[config.mk]
export PLATFORM = sky130hd
export DESIGN_NAME = spram_frame_reader
export DESIGN_NICKNAME = d
export VERILOG_FILES = /design/src/rtl/fb_pkg.sv /design/src/rtl/spram_frame_reader_pix_fifo.sv /design/src/rtl/spram_frame_reader.sv
export SDC_FILE = /design/constraint.sdc
export NUM_CORES = 1
export LEC_CHECK = 0
export ABC_CLOCK_PERIOD_IN_PS = 3000
export CORE_MARGIN = 4
export CORE_UTILIZATION = 45
export CTS_CLUSTER_DIAMETER = 40
export DETAILED_ROUTE_END_ITERATION = 7
export DONT_BUFFER_PORTS = 1
export PLACE_DENSITY_LB_ADDON = 0.1
export SYNTH_ARGS = -nofsm -noshare
export SYNTH_HDL_FRONTEND = slang
export SYNTH_SLANG_ARGS = --single-unit
[constraint.sdc]
create_clock -name CLK -period 3 [get_ports CLK]
set_clock_uncertainty 0.2 [all_clocks]
set_input_delay 0.6 -clock CLK [delete_from_list [all_inputs] [get_ports CLK]]
set_output_delay 0.6 -clock CLK [all_outputs]
set_load 0.005 [all_outputs]
[src/rtl/fb_pkg.sv]
// ============================================================================
//  Module      : fb_pkg
//  Description : Shared constants and types for the SPRAM frame-buffer
//                read path.
//  Revision    : 1.0
// ============================================================================
`default_nettype none

package fb_pkg;

    localparam int unsigned FB_ADDR_W = 14;
    localparam int unsigned FB_DATA_W = 16;
    localparam int unsigned FB_MASK_W = 4;

    typedef enum logic [1:0] {
        IDLE  = 2'd0,
        RUN   = 2'd1,
        DRAIN = 2'd2
    } rd_state_t;

    typedef logic [FB_DATA_W-1:0] pix_t;

endpackage

`default_nettype wire

[src/rtl/spram_frame_reader_pix_fifo.sv]
// ============================================================================
//  Module      : pix_fifo
//  Description : Small synchronous FIFO with flush, occupancy output and the
//                head word visible on data_o (zero while empty).
//  Revision    : 1.0
// ============================================================================
`default_nettype none

module pix_fifo #(
    parameter int unsigned DEPTH = 4,
    parameter int unsigned WIDTH = 16
) (
    input  logic                     clk,
    input  logic                     rst_n,
    input  logic                     flush_i,
    input  logic                     push_i,
    input  logic [WIDTH-1:0]         push_data_i,
    input  logic                     pop_i,
    output logic [WIDTH-1:0]         data_o,
    output logic                     empty_o,
    output logic [$clog2(DEPTH):0]   count_o
);

    localparam int unsigned AW = $clog2(DEPTH);

    logic [WIDTH-1:0] mem_q [DEPTH];
    logic [AW-1:0]    wr_ptr_q;
    logic [AW-1:0]    rd_ptr_q;
    logic [AW:0]      count_q;

    logic empty;
    logic full;
    logic do_push;
    logic do_pop;

    assign empty   = (count_q == '0);
    assign full    = (count_q == DEPTH[AW:0]);
    assign do_pop  = pop_i && !empty;
    // A push into a full FIFO is accepted only when the head leaves the same cycle.
    assign do_push = push_i && (!full || do_pop);

    assign empty_o = empty;
    assign count_o = count_q;
    assign data_o  = empty ? '0 : mem_q[rd_ptr_q];

    // Pointer and occupancy bookkeeping; flush wins over push/pop.
    always_ff @(posedge clk or negedge rst_n) begin
        if (!rst_n) begin
            wr_ptr_q <= '0;
            rd_ptr_q <= '0;
            count_q  <= '0;
        end else if (flush_i) begin
            wr_ptr_q <= '0;
            rd_ptr_q <= '0;
            count_q  <= '0;
        end else begin
            if (do_push) wr_ptr_q <= wr_ptr_q + AW'(1);
            if (do_pop)  rd_ptr_q <= rd_ptr_q + AW'(1);
            case ({do_push, do_pop})
                2'b10:   count_q <= count_q + (AW+1)'(1);
                2'b01:   count_q <= count_q - (AW+1)'(1);
                default: count_q <= count_q;
            endcase
        end
    end

    // Storage array; contents are don't-care until written.
    always_ff @(posedge clk) begin
        if (do_push && !flush_i) mem_q[wr_ptr_q] <= push_data_i;
    end

endmodule

`default_nettype wire

[src/rtl/spram_frame_reader.sv]
// ============================================================================
//  Module      : spram_frame_reader
//  Description : Read-side master for the SPRAM frame buffer. Fetches
//                FRAME_WORDS pixels from address 0 through a credit-limited
//                prefetch FIFO and streams them out over valid/ready.
//                Optional macro SPRAM_READER_UNDERRUN_CNT_EN adds a
//                saturating underrun cycle counter on port underrun_cnt.
//  Revision    : 1.0
// ============================================================================
`default_nettype none

module spram_frame_reader
    import fb_pkg::*;
#(
    parameter int unsigned FRAME_WORDS = 16384,
    parameter int unsigned FIFO_DEPTH  = 4
) (
    input  logic                 CLK,
    input  logic                 RESET_N,
    input  logic                 start,
    input  logic                 grant,
    output logic [FB_ADDR_W-1:0] ram_ad,
    output logic                 ram_cs,
    output logic                 ram_we,
    output logic [FB_MASK_W-1:0] ram_maskwe,
    input  logic [FB_DATA_W-1:0] ram_do,
    output pix_t                 pix_data,
    output logic                 pix_valid,
    input  logic                 pix_ready,
    output logic                 busy,
`ifdef SPRAM_READER_UNDERRUN_CNT_EN
    output logic                 frame_done,
    output logic [15:0]          underrun_cnt
`else
    output logic                 frame_done
`endif
);

    localparam int unsigned          CW        = $clog2(FIFO_DEPTH);
    localparam logic [CW:0]          DEPTH_C   = FIFO_DEPTH[CW:0];
    localparam logic [FB_ADDR_W-1:0] LAST_ADDR = FB_ADDR_W'(FRAME_WORDS - 1);

    rd_state_t            state_q;
    logic [FB_ADDR_W-1:0] addr_q;
    logic                 inflight_q;
    logic                 frame_done_q;

    logic [CW:0] fifo_count;
    logic [CW:0] pending;
    logic        fifo_empty;
    logic        issue;
    logic        pop;
    logic        push;
    logic        done_cond;

    // Words already buffered plus the one possibly on its way back from the RAM.
    assign pending = fifo_count + {{CW{1'b0}}, inflight_q};

    // A restart cycle never issues: anything fetched then would be thrown away.
    assign issue = (state_q == RUN) && grant && !start && (pending < DEPTH_C);
    assign pop   = pix_valid && pix_ready;
    // Read data returning on a restart cycle belongs to the aborted frame.
    assign push  = inflight_q && !start;

    // Last pixel leaves the FIFO this cycle (or already has) with nothing pending.
    assign done_cond = (state_q == DRAIN) && !inflight_q &&
                       ((fifo_count == '0) ||
                        ((fifo_count == {{CW{1'b0}}, 1'b1}) && pop));

    assign ram_ad     = addr_q;
    assign ram_cs     = issue;
    assign ram_we     = 1'b0;
    assign ram_maskwe = '0;
    assign pix_valid  = !fifo_empty;
    assign busy       = (state_q != IDLE);
    assign frame_done = frame_done_q;

    // Frame sequencing: address generation, in-flight tracking and done pulse.
    always_ff @(posedge CLK or negedge RESET_N) begin
        if (!RESET_N) begin
            state_q      <= IDLE;
            addr_q       <= '0;
            inflight_q   <= 1'b0;
            frame_done_q <= 1'b0;
        end else begin
            frame_done_q <= done_cond;
            inflight_q   <= issue;
            if (start) begin
                state_q <= RUN;
                addr_q  <= '0;
            end else begin
                case (state_q)
                    IDLE: addr_q <= '0;
                    RUN: begin
                        if (issue) begin
                            addr_q <= addr_q + FB_ADDR_W'(1);
                            if (addr_q == LAST_ADDR) state_q <= DRAIN;
                        end
                    end
                    DRAIN: begin
                        if (done_cond) state_q <= IDLE;
                    end
                    default: state_q <= IDLE;
                endcase
            end
        end
    end

    pix_fifo #(
        .DEPTH (FIFO_DEPTH),
        .WIDTH (FB_DATA_W)
    ) u_pix_fifo (
        .clk         (CLK),
        .rst_n       (RESET_N),
        .flush_i     (start),
        .push_i      (push),
        .push_data_i (ram_do),
        .pop_i       (pop),
        .data_o      (pix_data),
        .empty_o     (fifo_empty),
        .count_o     (fifo_count)
    );

`ifdef SPRAM_READER_UNDERRUN_CNT_EN
    logic [15:0] underrun_q;

    // Count cycles where the consumer is waiting on an empty FIFO mid-frame.
    always_ff @(posedge CLK or negedge RESET_N) begin
        if (!RESET_N) begin
            underrun_q <= '0;
        end else if (start) begin
            underrun_q <= '0;
        end else if (busy && pix_ready && !pix_valid && (underrun_q != 16'hFFFF)) begin
            underrun_q <= underrun_q + 16'd1;
        end
    end

    assign underrun_cnt = underrun_q;
`endif

endmodule

`default_nettype wire

==> run summary <==
register area share after synthesis = 62.7%
total CTS buffers = 9
smallest hold slack = 0.0973 ns
Sequential Power Share = 48.9%
Yosys reg bits = 89
PD cells = 656 nW/µm²
H-tree Lvls = 3
CP endpoint kind = output port
First-pass DRT Iterations = 4
mapped cell area = 4060 µm²
Yosys cell types = 46
CORE AREA = 8760 µm²
# DRC = 0
Site Rows = 34
detailed-placement wirelength estimate = 5120 µm
vias per cell = 5.71
DR WL/cell = 18.9 µm
footprint of the multi-input gates = 1400 µm²
die area = 10600 µm²
internal power = 2060 µW
Final min period = 2.60 ns
clock power share = 28.8%
GRT overflow = 0
Worst-Skew Late Latency = 0.35 ns
max_cap viols = 0
initial antenna violation count = 0
outcome = finished, final reports clean
final period utilization = 86.5%
Die Width = 103 µm
Critical Path AT = 1.80 ns
Initial DRC Count = 89
fin nets = 326
CTS root buffer = clkbuf_8
Initial Util = 46.3%
post-route ant nets = 0
Worst path top cell family by delay = simple AND/OR/NAND/NOR gates
Area Overhead vs Synth = 9.15%
Sum Neg Setup Slack = 0 ns
largest net degree at the start of global routing = 26
Setup violations, final = 0
ant diodes = 0
HP Class = in2reg
Logic pwr share = 22.3%
Slew Viols, Final = 0
Slew @ Worst Pin = 0.727 ns
final hold viol count = 0
worst-path maximum fanout = 20
layout cell share with drive strength beyond 1 = 18.6%
gp weighted congestion = 0.749
Slew HR = 51.5%
port bufs = 0
maximum vdd drop = 0.000424 V
fillers = 753
GRT Total Usage = 15.6%
CP cell instances = inv_1, ha_1, nand2b_2, and2_1
clock buffer depth = 2
Sw Pwr = 844 µW
critical path's largest stage delay = 0.44 ns
startpoint types = flop
clock sink count = 89
yosys warns = 0
leakage power = 0.00159 µW
Cells after Synth = 287
vias in the first global route = 2390
clock transition at the registers of the reported paths = 0.09 ns
post-layout util = 50.6%
Sw Ratio = 29.0%
CP required = 2.20 ns
Avg Inst Size Synth = 14.1 µm²
Chip Height = 103 µm
Crit Path Category = reg2out
FMAX = 385 MHz
first-pass GRT wire length = 12400 µm
register area = 2550 µm²
worst path buffer plus inverter count = 1
postcts setup bufs = 0
drt total wl = 7710 µm
CTS tree = built
RSZ-0062 raised after global routing = false
top-level port count = 60
critical path's slowest cell = dfrtp_1
via count = 2336
==> per-layer routing <==
layer	GRT usage (%)	vias up	share of wire, %
li1	-	1093	-
met1	21.1	1169	45
met2	24.1	66	47
met3	4.06	8	6.7
met4	6.27	0	1.4
met5	0	-	0
==> per-stage QoR <==
step | instances | power, µW | setup slack (ns) | area (µm²)
after floorplan | 291 | 1960 | 0.639 | 4080
after global placement | 391 | 2090 | 0.541 | 4200
after detailed placement | 391 | 2100 | 0.492 | 4200
after CTS | 409 | 2940 | 0.122 | 4430
after global routing | 409 | 3070 | 0.249 | 4430
final | 409 | 2910 | 0.404 | 4430
==> state kept, by name, indices dropped and copies added, names as in the netlist <==
name                 cells
u_pix_fifo.mem_q        64
ram_ad                  14
u_pix_fifo.count_o       3
state_q                  2
u_pix_fifo.rd_ptr_q      2
u_pix_fifo.wr_ptr_q      2
frame_done               1
inflight_q               1
==> cell families (layout without fill, tap and decap cells) <==
family	Yosys count	count (layout)	share of synthesized area [%]
other	1	5	0.0924
XOR/XNOR	2	2	0.432
multiplexers	28	28	12.0
adder cells (fa/ha/maj)	9	9	2.77
AND/OR/NAND/NOR	100	100	13.2
AO/OA/AOI/OAI	30	30	5.58
flip-flops	89	89	62.7
buffers and inverters	28	38	3.17
==> synth_stat cells (all sizes together) <==
library cell   n  area, µm²
nand3         10       50.1
o22a           1       8.76
a31o           1       8.76
a221oi         1       8.76
nand2         21       78.8
or3b           1       8.76
nor4           3       18.8
a21o           2       15.0
mux2           2       22.5
a211oi         3       22.5
xor2           2       17.5
nand4          7       43.8
nor2          12       45.0
o2bb2ai        1       8.76
or4            1       7.51
conb           1       3.75
nand3b         2       15.0
dfrtp         25        626
a21oi          5       25.0
nand2b         3       18.8
o21ai          1       5.00
ha             9        113
a31oi          5       31.3
o31ai          4       30.0
mux4          16        360
a21boi         1       7.51
o311ai         1       8.76
and2          21        131
nor3           4       20.0
edfxtp        64       1920
mux2i         10        104
a2111oi        1       15.0
clkbuf         7       27.5
and3           7       48.8
nor2b          1       6.26
o21bai         1       7.51
a311oi         1       15.0
inv           12       45.0
o2111ai        1       8.76
or2            7       43.8
buf            9       56.3
==> cells in the final DEF, fill, tap and decap left out, types with 2 or more instances in the layout <==
| cell type | instances |
|---|---|
| edfxtp_1 | 64 |
| dfrtp_1 | 25 |
| and2_1 | 21 |
| nand2_1 | 21 |
| mux4_2 | 16 |
| inv_1 | 12 |
| nor2_1 | 12 |
| nand3_1 | 10 |
| mux2i_1 | 9 |
| ha_1 | 9 |
| clkbuf_8 | 9 |
| or2_2 | 7 |
| nand4_1 | 7 |
| buf_4 | 7 |
| and3_1 | 6 |
| a21oi_1 | 5 |
| a31oi_1 | 5 |
| conb_1 | 5 |
| nor3_1 | 4 |
| o31ai_1 | 4 |
| nor4_1 | 3 |
| a211oi_1 | 3 |
| inv_6 | 3 |
| mux2_2 | 2 |
| nand2b_1 | 2 |
| xor2_1 | 2 |
| a21o_1 | 2 |
| nand3b_1 | 2 |
| buf_12 | 2 |
==> layout make-up <==
| class | count | share of cell area, % |
|---|---|---|
| clock buffer | 10 | 2.88 |
| clock inverter | 6 | 1.64 |
| inverter | 12 | 1.02 |
| multi-input combinational | 174 | 31.6 |
| sequential | 89 | 57.5 |
| tap | 108 | 3.05 |
| timing repair buffer | 10 | 2.32 |
==> timing repair <==
| action | CTS | global route |
|---|---|---|
| gates resized for setup | 0 | 1 |
| endpoints found under the setup margin | 0 | 12 |
| hold buffers | 2 | 0 |
| hold endpoints to repair | 25 | 0 |
==> path summary, 6_finish.rpt <==
path                                            start                       to  slack, ns  depth (start not counted)
worst min register to register              ram_ad[0]                ram_ad[0]       0.39                          1
min in group asynchronous                     RESET_N               frame_done       0.47                          2
max in group asynchronous                     RESET_N                ram_ad[6]       1.97                          2
worst min-delay path                            start    u_pix_fifo.count_o[2]        0.1                          1
worst max register to register  u_pix_fifo.count_o[1]  u_pix_fifo.mem_q[1][11]       0.51                          5
worst max-delay path            u_pix_fifo.count_o[1]             pix_data[14]       0.40                          4
==> power by group through the flow <==
stage	clock network [µW]	registers (µW)	logic (µW)
floorplan	0	1430	528
global placement	0	1450	643
detailed placement	0	1450	648
CTS	856	1420	663
global route	906	1430	729
finish	837	1420	648
(Power assumes the default switching activity.)
